File: src/rtl/iob_fifo2axis.sv
// FIFO-to-AXI-Stream drain stage: issues FIFO reads, absorbs the one-cycle read latency
// and buffers up to two words. Optional TLAST/done generation under IOB_FIFO2AXIS_TLAST_EN.
module iob_fifo2axis #(
    parameter int DATA_W = 21,
    parameter int LEN_W  = 16
) (
    input  logic              clk_i,
    input  logic              arst_n_i,
    input  logic              cke_i,
    input  logic              rst_i,
    input  logic              en_i,
    input  logic [LEN_W-1:0]  len_i,
    output logic              fifo_r_en_o,
    input  logic              fifo_empty_i,
    input  logic [DATA_W-1:0] fifo_r_data_i,
    output logic              axis_tvalid_o,
    input  logic              axis_tready_i,
    output logic [DATA_W-1:0] axis_tdata_o,
    output logic              axis_tlast_o,
    output logic              done_o
);

    logic [1:0]        occ_q, occ_d;
    logic              inflight_q, inflight_d;
    logic [DATA_W-1:0] buf0_q, buf0_d;
    logic [DATA_W-1:0] buf1_q, buf1_d;
    logic              pop;
    logic [2:0]        credit;
    logic [1:0]        keep;

    assign axis_tvalid_o = (occ_q != 2'd0);
    assign axis_tdata_o  = buf0_q;
    assign pop           = axis_tvalid_o & axis_tready_i;

    // Words owned after this edge, before the next capture: buffered + in flight - leaving.
    assign credit = {1'b0, occ_q} + {2'b00, inflight_q} - {2'b00, pop};
    assign keep   = occ_q - {1'b0, pop};

    // Gated by reset too, so no FIFO word is consumed only to be discarded.
    assign fifo_r_en_o = cke_i & arst_n_i & ~rst_i & en_i & ~fifo_empty_i & (credit < 3'd2);

    always_comb begin
        occ_d      = occ_q + {1'b0, inflight_q} - {1'b0, pop};
        inflight_d = fifo_r_en_o;
        buf0_d     = buf0_q;
        buf1_d     = buf1_q;
        if (pop) begin
            buf0_d = buf1_q;
        end
        if (inflight_q) begin
            if (keep == 2'd0) begin
                buf0_d = fifo_r_data_i;
            end else begin
                buf1_d = fifo_r_data_i;
            end
        end
        if (rst_i) begin
            occ_d      = 2'd0;
            inflight_d = 1'b0;
            buf0_d     = '0;
            buf1_d     = '0;
        end
    end

    always_ff @(posedge clk_i or negedge arst_n_i) begin
        if (!arst_n_i) begin
            occ_q      <= 2'd0;
            inflight_q <= 1'b0;
            buf0_q     <= '0;
            buf1_q     <= '0;
        end else if (cke_i) begin
            occ_q      <= occ_d;
            inflight_q <= inflight_d;
            buf0_q     <= buf0_d;
            buf1_q     <= buf1_d;
        end
    end

`ifdef IOB_FIFO2AXIS_TLAST_EN
    localparam logic [LEN_W-1:0] LEN_ONE = {{(LEN_W-1){1'b0}}, 1'b1};

    logic [LEN_W-1:0] cnt_q, cnt_d;
    logic             done_q, done_d;

    assign axis_tlast_o = (len_i != '0) & (cnt_q == (len_i - LEN_ONE)) & axis_tvalid_o;
    assign done_o       = done_q;

    always_comb begin
        cnt_d  = cnt_q;
        done_d = pop & axis_tlast_o;
        if (pop) begin
            cnt_d = axis_tlast_o ? '0 : (cnt_q + LEN_ONE);
        end
        if (rst_i) begin
            cnt_d  = '0;
            done_d = 1'b0;
        end
    end

    always_ff @(posedge clk_i or negedge arst_n_i) begin
        if (!arst_n_i) begin
            cnt_q  <= '0;
            done_q <= 1'b0;
        end else if (cke_i) begin
            cnt_q  <= cnt_d;
            done_q <= done_d;
        end
    end
`else
    logic unused_len;

    assign unused_len   = ^len_i;
    assign axis_tlast_o = 1'b0;
    assign done_o       = 1'b0;
`endif

endmodule

File: config.mk
export PLATFORM = sky130hd
export DESIGN_NAME = iob_fifo2axis
export DESIGN_NICKNAME = d
export VERILOG_FILES = /design/src/rtl/iob_fifo2axis.sv
export SDC_FILE = /design/constraint.sdc
export NUM_CORES = 1
export LEC_CHECK = 0
export CORE_ASPECT_RATIO = 2
export CORE_MARGIN = 8
export CORE_UTILIZATION = 55
export DETAILED_ROUTE_END_ITERATION = 6
export DONT_BUFFER_PORTS = 1
export PLACE_DENSITY = 0.73
export SKIP_CTS_REPAIR_TIMING = 1
export SYNTH_ARGS = -nofsm -noshare
export SYNTH_HDL_FRONTEND = slang
export SYNTH_SLANG_ARGS = --single-unit
File: constraint.sdc
create_clock -name clk_i -period 1.9 [get_ports clk_i]
set_input_delay 0.38 -clock clk_i [delete_from_list [all_inputs] [get_ports clk_i]]
set_output_delay 0.38 -clock clk_i [all_outputs]
set_load 0.005 [all_outputs]
==> qor.yml, run 1 <==
sta:
  period_needed_ns: 2.46
  tns_ns: -0.602
  max_slew.worst_pin.slew_ns: 0.688
  finalHoldViolCount: 0
  setup_viol: 2
  post-route-period-util_pct: 129
  finalClockSkew_ns: 0.00364
  holdWs_ns: 0.161
  rsz0062_at_grt: "yes"
  fmax_mhz: 407
  slew_headroom_pct: 54.1
  setup_ws_ns: -0.558
  timing.final.max_slew_violations: 0
place:
  gp_congestion: 0.849
  placedCellCount: 231
  placed_cell_area_sq_mm: 0.00213
  dp_hpwl_microns: 3290
  preCtsSetupSlack_ns: -0.273
  io_buffers: 0
power:
  peakVddDrop_mv: 0.975
  seqPwrFrac_pct: 40.2
  p_int_mw: 2.12
  p_sw_mw: 1.04
  power_mw: 3.16
  netSwitchingFraction_pct: 32.9
  powerDensity_mw_per_mm2: 1350
  combPwrFrac_pct: 36.0
  clock_power_share_pct: 23.8
  p_leak_nw: 1.06
die:
  core_sq_mm: 0.00376
  dieArea_sq_mm: 0.00616
  chipWidth_microns: 59.6
  num_io_pins: 69
  rows: 32
  die_y_microns: 103
  start_util_pct: 55.6
synthesis:
  syn_inst: 185
  avgSynthCellArea_sq_um: 11.3
  synth-seq-area-share_pct: 53.8
  async_flop_share_pct: 100
  syn_area_sq_mm: 0.00209
  yosysTopAreaCell: "dfrtp_1"
  synth_edf_count: 0
  yosysWarnings: 0
  ys.flop_type: "dfrtp_1"
  ys_types: 36
  synth_seq_cells: 45
  synthTopCellsByArea: "dfrtp_1 (54%), o221ai_1 (8.4%), a22o_2 (7.7%)"
  synth_top_area_share_pct: 53.8
layout:
  design_area_sq_mm: 0.00234
  syn_to_final_growth_pct: 11.8
  final_layout_size_suffix_gt1_share_pct: 28.4
  fin_cells: 245
  final_util_pct: 62.2
  fin_nets: 239
  antenna_cells: 0
  fillers: 329
min_path:
  worstHoldStart: "cke_i"
  hold_path_end: "axis_tdata_o[18]"
  hp-class: "in2reg"
  whs_path_depth: 1
global_route:
  grt_pass1_vias: 1584
  grt_first_pass_wirelength_microns: 7990
  grt_overflow_total: 0
  grt_antenna_before_repair: 0
  grt_usage_pct: 17.3
  grt_max_degree: 47
worst_setup_path:
  reg2reg_depth: 11
  crit_path_start_kind: "flip-flop"
  r2r-start: "occ_q[1]"
  r2r_slack_ns: -0.04
  end_kind: "output pin"
  cp.required_ns: 1.52
  worst-path-max-fanout: 3
  timing.rr.end: "inflight_q"
  crit_type: "reg2out"
  cp.arrival_ns: 2.08
detailed_routing:
  drc: 0
  wirelength_microns: 5120
  avgRoutedWirePerCell_microns: 20.9
  vias_per_cell: 6.42
  drt-initial-drc-count: 51
  postRouteAntennaNets: 0
  dr_total_vias: 1572
  drt_pass1_iterations: 4
cts:
  cts_tree: "built"
  cts.clk_slew.worst_paths_ns: 0.08
  numCtsBuffers: 5
  clockBufferDepth: 2
  root_buffer: "clkbuf_8"
  clk_latency_ns: 0.29
  cts.sinks: 45
  cts-htree-levels: 2
run_status:
  outcome: "complete, but fails checks"
  violations: "negative setup slack"
run:
  drv_cap: 0
## critical path, cell delays in order, from the launching register on
cell and delay, ns:
dfrtp_1 0.39, nor2_2 0.15, inv_2 0.07, nand2_2 0.05, nand2_1 0.05, nand2_1 0.07
ha_2 0.18, fa_1 0.44, nor2_1 0.10, nand4_1 0.13, nor2_2 0.15
## worst max-delay path by stage
stage,slack [ns],cells past startpoint,from,end
2_1_floorplan,-0.19,9,occ_q[1],fifo_r_en_o
3_3_place_gp,-0.19,9,occ_q[0],fifo_r_en_o
3_5_place_dp,-0.27,10,occ_q[0],fifo_r_en_o
4_1_cts,-0.62,10,occ_q[0],fifo_r_en_o
5_1_grt,-0.68,10,occ_q[1],fifo_r_en_o
6_report,-0.56,10,occ_q[1],fifo_r_en_o
## flip-flops by register name, summed over array words and instances, names as in the netlist
name          flops
occ_q             2
buf1_q           21
inflight_q        1
axis_tdata_o     21
## layer usage
layer	global-route usage, %	vias up	wire length (microns)
met2	26.1	49	2570
met3	5.95	11	391
li1	-	697	-
met1	20.6	815	2030
met4	10.0	0	130
met5	0	-	0
## cell usage after synthesis, drive strengths merged (2+ instances only)
cell and number:
dfrtp 45, buf 9, o22ai 2, clkbuf 9, nand2 5, o21ai 2, o221ai 20, and2b 2
a21oi 24, a22o 21, nor2b 3, nor2 23, inv 5
## power by group through the flow
stage	clock network [mW]	logic (mW)	registers, mW
2_1_floorplan	0	0.725	1.27
3_3_place_gp	0	0.966	1.29
3_5_place_dp	0	0.996	1.29
4_1_cts	0.767	1.00	1.27
5_1_grt	0.798	1.27	1.29
6_report	0.751	1.14	1.27
## cell families after synthesis
family,after synthesis,synth area share [%]
AO/OA/AOI/OAI,73,27.0
flip-flops,45,53.8
AND/OR/NAND/NOR,39,9.03
buffers and inverters,23,7.53
adder cells (fa/ha/maj),2,1.55
other,1,0.179
XOR/XNOR,1,0.418
multiplexers,1,0.478
## cell type report
cell class                      count  area [sq um]  share of cell area [%]
Sequential cell                    45          1130                    48.1
Multi-Input combinational cell    118           846                    36.1
Timing Repair Buffer               18           170                    7.27
Clock buffer                        7          86.3                    3.69
Tap cell                           51          63.8                    2.73
Clock inverter                      1          30.0                    1.28
Inverter                            5          18.8                   0.802
## cell usage in the layout (no fill, tap or decap), types with 2 or more instances in the layout
cell	instances
a22o_1	5
clkbuf_8	6
o221ai_1	20
nand2_1	4
a22o_2	16
nor2_2	2
buf_4	15
nor2b_1	3
dfrtp_1	45
conb_1	2
nor2_1	21
a21oi_1	23
inv_1	4
Note: power is estimated with default switching activity, not from simulation.
==> run 2: changes to the inputs <==
ABC_AREA = 1   (was not set)
PLACE_DENSITY = 0.8   (was 0.73)
SKIP_CTS_REPAIR_TIMING = not set   (was 1)
==> qor.yml, run 2 <==
worst_setup_path:
  critPathSlowestCell: "fa_1"  # unchanged
  crit_family: "adder cells"  # was simple AND/OR/NAND/NOR gates
  crit_type: "reg2out"  # unchanged
  end_kind: "output pin"  # unchanged
  r2r_slack_ns: 0.05  # was -0.04 ns
  crit_end: "fifo_r_en_o"  # unchanged
  crit_cells: 10  # unchanged
  worst-path-max-fanout: 4  # was 3
  slowest_delay_ns: 0.43  # was 0.44 ns
  crit_path_frequent_cell: "nand2_1"
  cp.arrival_ns: 1.95  # was 2.08 ns
  cp-startpoint: "occ_q[1]"  # unchanged
  cp.required_ns: 1.52  # about the same
  timing.rr.end: "inflight_q"  # unchanged
  cp_cell_sequence: "inv_2 -> nand2_4 -> nand2_2 -> nand2_1 -> nand2_1 -> ha_2 -> fa_1 -> nor2_1 -> nand3_1 -> nor2_2"  # was nor2_2 -> inv_2 -> nand2_2 -> nand2_1 -> nand2_1 -> ha_2 -> fa_1 -> nor2_1 -> nand4_1 -> nor2_2
  r2r-start: "occ_q[1]"  # unchanged
  critPathBufInv: 1  # unchanged
  crit_path_start_kind: "flip-flop"  # unchanged
  reg2reg_depth: 11  # unchanged
global_route:
  grt_usage_pct: 18.8  # was 17.3%
  grt_pass1_vias: 2383  # was 1584
  grt_max_degree: 46  # was 47
  grt_antenna_before_repair: 0  # unchanged
  grt_overflow_total: 0  # unchanged
  grt_first_pass_wirelength_microns: 11000  # was 7990 microns
synthesis:
  yosysWarnings: 0  # unchanged
  avgSynthCellArea_sq_um: 7.10  # was 11.3 sq um
  ys.flop_type: "dfrtp_1"  # unchanged
  ys_types: 21  # was 36
  synth_seq_cells: 45  # unchanged
  async_flop_share_pct: 100  # unchanged
  synthTopCellsByArea: "dfrtp_1 (45%), nand2_1 (20%), nand3_1 (13%)"  # was dfrtp_1 (54%), o221ai_1 (8.4%), a22o_2 (7.7%)
  synth_most_common_cell: "nand2_1"  # was dfrtp_1
  synth_edf_count: 0  # unchanged
  syn_inst: 351  # was 185
  synth-seq-area-share_pct: 45.2  # was 53.8%
  yosysTopAreaCell: "dfrtp_1"  # unchanged
  syn_area_sq_mm: 0.00249  # was 0.00209 sq mm
  synth_top_area_share_pct: 45.2  # was 53.8%
  synthTopCellsByCount: "nand2_1 (135), nand3_1 (66), dfrtp_1 (45), inv_1 (45), o21ai_1 (20)"  # was dfrtp_1 (45), a21oi_1 (23), nor2_1 (23)
place:
  preCtsSetupSlack_ns: -0.123  # was -0.273 ns
  gp_congestion: 0.846  # was 0.849
  dp_hpwl_microns: 4290  # was 3290 microns
  io_buffers: 0  # unchanged
sta:
  holdWs_ns: 0.177  # was 0.161 ns
  post-route-period-util_pct: 123  # was 129%
  fmax_mhz: 429  # was 407 MHz
  rsz0062_at_grt: "yes"  # unchanged
  setup_viol: 1  # was 2
  finalHoldViolCount: 0  # unchanged
  period_needed_ns: 2.33  # was 2.46 ns
  timing.final.max_slew_violations: 0  # unchanged
  tns_ns: -0.432  # was -0.602 ns
  setup_ws_ns: -0.432  # was -0.558 ns
  finalClockSkew_ns: 0.00421  # was 0.00364 ns
cts:
  cts.sinks: 45  # unchanged
  clk_latency_ns: 0.29  # about the same
  cts-htree-levels: 2  # unchanged
  cts.clk_slew.worst_paths_ns: 0.08  # about the same
  clockBufferDepth: 2  # unchanged
  numCtsBuffers: 5  # unchanged
  root_buffer: "clkbuf_8"  # unchanged
  cts_tree: "built"  # unchanged
layout:
  syn_to_final_growth_pct: 10.3  # was 11.8%
  fin_nets: 403  # was 239
  final_common_cell: "nand2_1"  # was dfrtp_1
  antenna_cells: 0  # unchanged
  final_layout_size_suffix_gt1_share_pct: 11.2  # was 28.4%
  mostFrequentLayoutCells: "nand2_1 (134), nand3_1 (65), dfrtp_1 (45), inv_1 (44), o21ai_1 (20)"  # was dfrtp_1 (45), a21oi_1 (23), nor2_1 (21), o221ai_1 (20), a22o_2 (16)
run_status:
  outcome: "complete, but fails checks"  # unchanged
  violations: "negative setup slack"  # unchanged
detailed_routing:
  postRouteAntennaNets: 0  # unchanged
  drt-initial-drc-count: 91  # was 51
  drt_pass1_iterations: 4  # unchanged
  wirelength_microns: 6310  # was 5120 microns
  drc: 0  # unchanged
  avgRoutedWirePerCell_microns: 15.3  # was 20.9 microns
  dr_total_vias: 2200  # was 1572
  vias_per_cell: 5.34  # was 6.42
power:
  powerDensity_mw_per_mm2: 1070  # was 1350 mW/mm^2
  peakVddDrop_mv: 0.847  # was 0.975 mV
  p_leak_nw: 1.58  # was 1.06 nW
die:
  start_util_pct: 57.4  # was 55.6%
  core_sq_mm: 0.00434  # was 0.00376 sq mm
  chipWidth_microns: 63.6  # was 59.6 microns
  rows: 34  # was 32
  dieArea_sq_mm: 0.00707  # was 0.00616 sq mm
  die_y_microns: 111  # was 103 microns
  num_io_pins: 69  # unchanged
min_path:
  worstHoldStart: "cke_i"  # unchanged
  hp-class: "in2reg"  # unchanged
run:
  drv_cap: 0  # unchanged
-- run 2: how the worst min path moves through the flow --
stage,to,slack [ns],depth (start not counted)
floorplan,axis_tdata_o[0],0.08,0
global placement,inflight_q,0.09,0
detailed placement,axis_tdata_o[18],0.09,0
CTS,inflight_q,0.18,1
global route,inflight_q,0.17,1
finish,inflight_q,0.18,1
-- run 2: repair_timing --
item,CTS,global route
resized for setup,2,2
hold endpoints to repair,45,0
hold buffers,2,0
pin swaps,1,2
endpoints found under the setup margin,1,2
buffers inserted,0,1
-- run 2: per-stage QoR --
step                std cells  cell area [sq um]  total power [mW]  util (%)
floorplan                 352               2510              1.90         -
global route              412               2750              3.13      63.3
finish                    412               2750              2.95      63.3
CTS                       411               2730              2.95      62.9
global placement          401               2570              2.13      59.3
detailed placement        401               2570              2.17      59.3
-- run 2: logic make-up after synthesis --
kind of cell / Yosys count / share of synthesized area [%]
XOR/XNOR: 1 / 0.352
other: 1 / 0.151
flip-flops: 45 / 45.2
adder cells (fa/ha/maj): 2 / 1.31
buffers and inverters: 70 / 12.3
AO/OA/AOI/OAI: 24 / 4.87
AND/OR/NAND/NOR: 208 / 35.8
-- run 2: where the power goes --
part | switching (mW) | internal [mW] | leakage [nW] | total (mW)
combinational | 0.658 | 0.376 | 0.897 | 1.03
clock | 0.311 | 0.429 | 0.0585 | 0.740
sequential | 0.106 | 1.07 | 0.623 | 1.18
-- run 2: area by class of cell --
cell class / instances / area (sq um)
Inverter: 47 / 176
Clock inverter: 1 / 30.0
Multi-Input combinational cell: 237 / 1080
Tap cell: 54 / 67.6
Timing Repair Buffer: 21 / 180
Sequential cell: 45 / 1130
Clock buffer: 7 / 86.3
Fill cell: 408 / 1590
-- run 2: worst reg2reg max path: stages, from the launching register on --
cell,delay [ns]
dfrtp_1,0.40
inv_2,0.08
nand2_4,0.06
nand2_2,0.06
nand2_1,0.05
nand2_1,0.07
ha_2,0.18
fa_1,0.43
nor2_1,0.10
nand3_1,0.10
buf_4,0.15
o22ai_2,0.07
-- run 2: routing by layer --
| layer | track usage, % | wire (microns) | vias to the layer above |
|---|---|---|---|
| met2 | 34.7 | 3470 | 71 |
| li1 | - | - | 1089 |
| met1 | 18.5 | 2340 | 1030 |
| met3 | 5.06 | 408 | 10 |
| met4 | 8.40 | 95 | 0 |
| met5 | 0 | 0 | - |
